`src/rtl/i2f_pkg.sv`:
```
// Shared definitions for the int2float_pipe converter: rounding-mode enum,
// index-width helper and the elaboration-time parameter legality check.
package i2f_pkg;

    typedef enum logic {
        RND_TRUNC = 1'b0,
        RND_RNE   = 1'b1
    } rnd_mode_e;

    // Width of a bit index into a w-bit word (never below 1 bit).
    function automatic int idx_width(input int w);
        return (w > 1) ? $clog2(w) : 1;
    endfunction

    // Mantissa must fit inside the input, and every possible right shift
    // (IN_W - MANT_W at most) must be representable in the exponent field.
    function automatic bit params_ok(input int in_w, input int mant_w, input int exp_w);
        return (mant_w >= 1) && (in_w >= mant_w + 1) && (exp_w >= 1) &&
               (((2 ** exp_w) - 1) >= (in_w - mant_w));
    endfunction

endpackage

```
`src/rtl/i2f_lod.sv`:
```
// Combinational leading-one detector: index of the most significant set bit
// of data, plus a flag for an all-zero word (index reads 0 in that case).
module i2f_lod
    import i2f_pkg::*;
#(
    parameter int W   = 11,
    parameter int P_W = idx_width(W)
) (
    input  logic [W-1:0]   data,
    output logic [P_W-1:0] idx,
    output logic           zero
);

    // Scan upward so the highest set bit is the last one to win.
    // NOTE: every output gets a default before the loop; otherwise a path
    // that assigns nothing would infer a latch.
    always_comb begin
        idx  = '0;
        zero = (data == '0);
        for (int i = 0; i < W; i++) begin
            if (data[i]) idx = P_W'(i);
        end
    end

endmodule

```
`src/rtl/int2float_pipe.sv`:
```
// Two-stage pipelined integer-to-float converter with valid/ready on both
// sides. Stage 1 registers sign, magnitude and leading-one index; stage 2
// shifts, optionally rounds, and packs {s, e, m} into the output register.
// Build option: define I2F_ROUND_NEAREST_EN for round-to-nearest-even with
// exponent saturation; otherwise the mantissa is truncated and out_sat is 0.
module int2float_pipe
    import i2f_pkg::*;
#(
    parameter int IN_W   = 11,
    parameter int MANT_W = 4,
    parameter int EXP_W  = 3,
    parameter int SIGNED = 0
) (
    input  logic              clk,
    input  logic              rst,
    input  logic              in_valid,
    output logic              in_ready,
    input  logic [IN_W-1:0]   in_data,
    output logic              out_valid,
    input  logic              out_ready,
    output logic              out_s,
    output logic [MANT_W-1:0] out_m,
    output logic [EXP_W-1:0]  out_e,
    output logic              out_sat
);

    localparam int P_W   = idx_width(IN_W);
    localparam int EW_W  = P_W + 1;           // exponent plus room for a rounding carry
    localparam int E_MAX = (2 ** EXP_W) - 1;

`ifdef I2F_ROUND_NEAREST_EN
    localparam rnd_mode_e RND_MODE = RND_RNE;
`else
    localparam rnd_mode_e RND_MODE = RND_TRUNC;
`endif

    if (!params_ok(IN_W, MANT_W, EXP_W)) begin : g_param_err
        $error("int2float_pipe: exponent too narrow for IN_W/MANT_W");
    end

    // Stage-1 register
    logic              s1_valid;
    logic              s1_s;
    logic [IN_W-1:0]   s1_mag;
    logic [P_W-1:0]    s1_p;
    logic              s1_zero;

    // Handshake chain: a stage can load when empty or when it drains this cycle.
    logic s1_ready;
    logic s2_ready;

    assign s2_ready = !out_valid || out_ready;
    assign s1_ready = !s1_valid || s2_ready;
    assign in_ready = s1_ready;

    // Sign and magnitude of the incoming word; the magnitude is IN_W bits
    // unsigned so the most negative input converts exactly.
    logic            in_s;
    logic [IN_W-1:0] in_mag;
    logic [P_W-1:0]  in_p;
    logic            in_zero;

    // Sign extraction and two's-complement negation for signed builds.
    always_comb begin
        in_s   = (SIGNED != 0) ? in_data[IN_W-1] : 1'b0;
        in_mag = in_s ? (~in_data + IN_W'(1)) : in_data;
    end

    i2f_lod #(.W(IN_W), .P_W(P_W)) u_lod (
        .data (in_mag),
        .idx  (in_p),
        .zero (in_zero)
    );

    // Stage 1: capture sign, magnitude and leading-one position.
    // NOTE: state registers use non-blocking assignment so every flop samples
    // pre-edge values regardless of statement order.
    // NOTE: data registers are reset too, because zeroed outputs after reset
    // are part of the interface contract, not just a debug nicety.
    always_ff @(posedge clk or posedge rst) begin
        if (rst) begin
            s1_valid <= 1'b0;
            s1_s     <= 1'b0;
            s1_mag   <= '0;
            s1_p     <= '0;
            s1_zero  <= 1'b0;
        end else if (s1_ready) begin
            s1_valid <= in_valid;
            if (in_valid) begin
                s1_s    <= in_s;
                s1_mag  <= in_mag;
                s1_p    <= in_p;
                s1_zero <= in_zero;
            end
        end
    end

    // Stage-2 datapath results
    logic [P_W-1:0]    sh;
    logic [MANT_W-1:0] m_n;
    logic [EW_W-1:0]   e_n;
    logic              sat_n;
    logic              guard;
    logic              sticky;

    // Normalise to MANT_W bits, then round-to-nearest-even when enabled.
    always_comb begin
        sh     = '0;
        m_n    = '0;
        e_n    = '0;
        sat_n  = 1'b0;
        guard  = 1'b0;
        sticky = 1'b0;
        if (s1_p >= P_W'(MANT_W - 1)) sh = s1_p - P_W'(MANT_W - 1);
        m_n = MANT_W'(s1_mag >> sh);
        e_n = EW_W'(sh);
        if ((RND_MODE == RND_RNE) && (sh != '0)) begin
            guard  = s1_mag[sh - P_W'(1)];
            sticky = |(s1_mag & ((IN_W'(1) << (sh - P_W'(1))) - IN_W'(1)));
            if (guard && (sticky || m_n[0])) begin
                if (&m_n) begin
                    m_n = MANT_W'(1) << (MANT_W - 1);
                    e_n = e_n + EW_W'(1);
                end else begin
                    m_n = m_n + MANT_W'(1);
                end
            end
            if (int'(e_n) > E_MAX) begin
                e_n   = EW_W'(E_MAX);
                m_n   = '1;
                sat_n = 1'b1;
            end
        end
    end

    // Stage 2: output register, held while downstream stalls.
    always_ff @(posedge clk or posedge rst) begin
        if (rst) begin
            out_valid <= 1'b0;
            out_s     <= 1'b0;
            out_m     <= '0;
            out_e     <= '0;
            out_sat   <= 1'b0;
        end else if (s2_ready) begin
            out_valid <= s1_valid;
            if (s1_valid) begin
                out_s   <= s1_s && !s1_zero;
                out_m   <= m_n;
                out_e   <= EXP_W'(e_n);
                out_sat <= sat_n;
            end
        end
    end

endmodule

```
`config.mk`:
```
export PLATFORM = sky130hd
export DESIGN_NAME = int2float_pipe
export DESIGN_NICKNAME = d
export VERILOG_FILES = /design/src/rtl/i2f_pkg.sv /design/src/rtl/i2f_lod.sv /design/src/rtl/int2float_pipe.sv
export SDC_FILE = /design/constraint.sdc
export NUM_CORES = 1
export LEC_CHECK = 0
export CORE_ASPECT_RATIO = 0.7
export CORE_MARGIN = 1
export CORE_UTILIZATION = 35
export CTS_CLUSTER_DIAMETER = 200
export DETAILED_ROUTE_END_ITERATION = 7
export GPL_ROUTABILITY_DRIVEN = 0
export PLACE_DENSITY = 0.62
export SKIP_CTS_REPAIR_TIMING = 1
export SLEW_MARGIN = 25
export SYNTH_ARGS = -nofsm -noshare
export SYNTH_HDL_FRONTEND = slang
export SYNTH_SLANG_ARGS = --single-unit
```
`constraint.sdc`:
```
create_clock -name clk -period 1.9 [get_ports clk]
set_input_delay 0.19 -clock clk [delete_from_list [all_inputs] [get_ports clk]]
set_output_delay 0.19 -clock clk [all_outputs]
set_load 0.03 [all_outputs]
```
# Word level (Yosys, flattened, before mapping)
# Cells that the tools add are included.
op_classes:
  shift: 1
  mux: 11
  n_reduce_logical: 6
  n_lt_le_gt_ge: 1
  addsub: 1
op_table:
  columns: ["cell", "count"]
  rows:
  - ["$mux W4", 4]
  - ["$mux W3", 4]
  - ["$shr A11 B4 Y4", 1]
  - ["$ge A4 B2 Y1 const B", 1]
  - ["$mux W2", 2]
  - ["$reduce_and A2 Y1", 2]
  - ["$sub A4 B2 Y4 const B", 1]
  - ["$logic_not A1 Y1", 2]
  - ["$logic_or A1 B1 Y1", 2]
  - ["$mux W1", 1]
totals:
  regBits: 24
  in_bits: 15
  elab_cells: 26
  output_inout_bits: 11

# Longest topological paths before layout
logic_depth:
  depth_word: 10
  depth_mapped: 6

# Hierarchy
# A second synthesis with hierarchy kept.
unflattened:
  cells_unflattened: 155
  hier_area_um2: 1545.2
by_module_without_submodules:
  columns: ["mod", "seq_area_each_um2", "n_inst", "area_each_um2", "cells_each"]
  rows:
  - ["int2float_pipe", 600.6, 1, 1440.1, 138]
  - ["i2f_lod", 0.0, 1, 105.1, 17]

# Least setup slack after synthesis
# Ideal clock, no wire load.
synth_timing:
  kind: "register to register"
  from: "register s1_p[0]"
  to: "register out_m[3]"
  setup_ps: 122
  setup_slack_ps: -68
  stages_incl_launch_ff: 7
  required_time_ps: 1778
  arrival_ps: 1846
  synth_period_minus_slack_ps: 1968
  cell_sequence: "dfrtp_1 -> ha_1 -> or3_4 -> nand2_4 -> mux2i_1 -> a22oi_1 -> a32o_1"
synth_via:
  elab_chain_cells: 3
  elab_cells_between_ends: 4
  cone_classes: "1 x add/sub; 1 x order compare; 1 x shift; 1 x mux"
synth_rtl:
  columns: ["item", "line_no", "text"]
  rows:
  - ["from (decl)", "int2float_pipe.sv:45", "logic [P_W-1:0] s1_p;"]
  - ["from (signal assigned)", "int2float_pipe.sv:92", "s1_p <= in_p;"]
  - ["$sub A4 B2 Y4 / $ge A4 B2 Y1 (equally long branches)", "int2float_pipe.sv:114", "if (s1_p >= P_W'(MANT_W - 1)) sh = s1_p - P_W'(MANT_W - 1);"]
  - ["$mux W4 *", "int2float_pipe.sv:114", null]
  - ["$shr A11 B4 Y4 *", "int2float_pipe.sv:115", "m_n = MANT_W'(s1_mag >> sh);"]
  - ["to (signal assigned)", "int2float_pipe.sv:148", "out_m <= m_n;"]
  - ["to (decl)", "int2float_pipe.sv:22", "output logic [MANT_W-1:0] out_m,"]
# Mark *: on every way between the ends. The rest lies on a longest branch, timed or not.
# A chain may end at the register's enable or synchronous reset.

# Worst setup path in the final report
layout_timing:
  from: "register s1_p[1]"
  to: "register out_m[3]"
# The elaborated chain is that of the path after synthesis.

==> impl_metrics.tcl <==
set metrics [dict create \
    async_flop_share_pct 100 \
    timing.critical_path.to "out_m[3]" \
    required_ps 2060 \
    power_density_mw_per_mm2 1070 \
    hold_viol_final 0 \
    drv_slew 0 \
    drt_iter0_drc 137 \
    critical_path_class "flip-flop to flip-flop" \
    fin_crit_sh_pct 96.7 \
    p_leak_nw 0.749 \
    clock_sinks 24 \
    core_mm2 0.00392 \
    n_fill_cell 364 \
    ff2ff_setup_slack_ps 60 \
    yosysSeqAreaShare_pct 42.0 \
    cp-end-kind "flip-flop" \
    placed_area_mm2 0.00173 \
    drt_pass1_iterations 4 \
    ys_warn_count 0 \
    final-setup-viol-count 0 \
    synth-edff-count 0 \
    grt_pass1_wl_mm 5.25 \
    synth.avg_cell_area_um2 10.3 \
    peakVddDrop_mv 0.494 \
    dpl_worst_slack_ps 55.1 \
    final_common_cell "dfrtp_1" \
    setup_tns_ps 0 \
    synth_cells 139 \
    row_count 19 \
    n_antenna_cell 0 \
    final_antenna_net_count 0 \
    dpl.hpwl_mm 2.41 \
    hold_class "input port to async pin" \
    synth_flop_cell "dfrtp_1" \
    critPathLaunchType "flip-flop" \
    grt_max_degree 25 \
    dieArea_mm2 0.00435 \
    crit_start "s1_p[1]" \
    rsz0062_at_grt "no" \
    htree_num_levels 1 \
    fmax_mhz 544 \
    grt.total_usage_pct 15.7 \
    cts_tree "yes" \
    first_global_vias 1088 \
    avgViaCountPerCell 5.15 \
    die_x_um 78.4 \
    r2r_cells 6 \
    clk_pin_slew_ps 90 \
    numPortBuffers 23 \
    netlist_area_mm2 0.00143 \
    gr-total-overflow 0 \
    yosysUniqueCellTypes 46 \
    vias 1132 \
    cts_buffers 3 \
    critPathMaxStageDelay_ps 440 \
    worst-path-max-fanout 8 \
    fin_nets 185 \
    drive_above_1_share_pct 19.0 \
    fin_worst_skew_ps 2.96 \
    antenna_found_initial 0 \
    die_h_um 55.5 \
    syn2layout_area_growth_pct 28.0 \
    final_area_mm2 0.00183 \
    start_util_pct 36.5 \
    cp_slowest_cell "dfrtp_1" \
    r2r_end "out_m[3]" \
    status "finished clean" \
    cap_violations 0 \
    root_buffer "clkbuf_8" \
    clock_latency_ps 270 \
    wl_per_cell_um 14.2 \
    layout_min_cycle_time_ps 1840 \
    drc 0 \
    worst_slack_ps 62.1 \
    arrival_ps 2000 \
    reg2reg_from "s1_p[1]" \
    synth_seq_cells 24 \
    wirelength_mm 3.12 \
    cts_buffer_depth 2 \
    layout_common_cells "dfrtp_1 (24), clkdlybuf4s50_1 (23), nand2_1 (17)" \
    crit_chain "ha_4 -> or3_4 -> nand2_4 -> mux2i_1 -> a22oi_1 -> a32o_1" \
    io_pins 26 \
]
[worst min path at each step]
stage / slack [ps] / from / depth (start not counted) / end
4_1_cts: 270 / rst / 3 / s1_mag[4]
6_report: 260 / rst / 3 / s1_mag[1]
3_3_place_gp: 470 / out_e[0] / 2 / out_e[0]
3_5_place_dp: 480 / out_e[2] / 2 / out_e[2]
2_1_floorplan: 200 / rst / 1 / out_e[0]
5_1_grt: 290 / rst / 3 / s1_valid
[final cells by class]
class	count	area (um^2)	share of cell area (%)
multi-input combinational	106	796	43.5
sequential	24	601	32.8
timing repair buffer	30	283	15.4
tap	52	65.1	3.55
clock buffer	3	41.3	2.26
clock inverter	1	30.0	1.64
inverter	4	15.0	0.820
[stage by stage]
step	hold WS (ps)	std cells	power (mW)	utilization, %
after floorplan	205	140	1.23	-
after global placement	466	214	1.48	44.1
after detailed placement	476	214	1.49	44.1
after CTS	271	218	1.94	45.9
after global routing	294	220	2.07	46.7
final	259	220	1.96	46.7
[per-layer routing]
layer,vias up,share of wire (%),GRT usage (%)
met5,-,0,0
met4,0,0.26,2.38
met3,2,6.1,3.97
met2,37,41,22.4
met1,529,53,24.3
li1,564,-,-
[where the power goes]
group / total (mW) / internal (mW) / switching (mW) / leakage (nW)
clock network: 0.450 / 0.282 / 0.169 / 0.0357
registers: 0.708 / 0.613 / 0.0946 / 0.284
logic: 0.801 / 0.371 / 0.430 / 0.430
total: 1.96 / 1.27 / 0.693 / 0.749
[synthesized netlist by cell type, types with 2 or more instances]
| library cell | number | area [um^2] |
|---|---|---|
| dfrtp_1 | 24 | 601 |
| nand2_1 | 17 | 63.8 |
| mux2_2 | 9 | 101 |
| mux2i_1 | 9 | 90.1 |
| o21ai_0 | 9 | 45.0 |
| a21oi_1 | 6 | 30.0 |
| nor2_1 | 5 | 18.8 |
| a211oi_1 | 4 | 30.0 |
| inv_1 | 4 | 15.0 |
| nor2b_1 | 4 | 25.0 |
| buf_4 | 3 | 22.5 |
| nand2b_1 | 3 | 18.8 |
| o21bai_1 | 3 | 22.5 |
| and2_0 | 2 | 12.5 |
| clkbuf_1 | 2 | 7.51 |
| nor3_1 | 2 | 10.0 |
| o221a_1 | 2 | 22.5 |
| o221ai_1 | 2 | 17.5 |
| o22ai_1 | 2 | 12.5 |
[flip-flops by register name (all words and copies together) (netlist names)]
register   cells
s1_p           4
out_valid      1
s1_valid       1
out_e          3
s1_mag        11
out_m          4
[cell families after synthesis]
family | count (synthesis) | synth area share, %
other cells | 1 | 0.262
fa+ha+maj | 1 | 0.875
compound gates | 41 | 20.2
flops | 24 | 42.0
simple gates | 42 | 17.3
mux | 19 | 14.4
buf+inv | 10 | 3.76
xor+xnor | 1 | 1.14
[worst max-delay path: cells and delay by family (launching register included)]
| kind | cells | cell delay [ps] |
|---|---|---|
| AOI/OAI and AO/OA | 2 | 350 |
| adders and majority gates | 1 | 220 |
| DFF | 1 | 440 |
| muxes | 1 | 190 |
| and+or+nand+nor | 2 | 540 |
No activity file was read; power rests on OpenSTA's default activity.
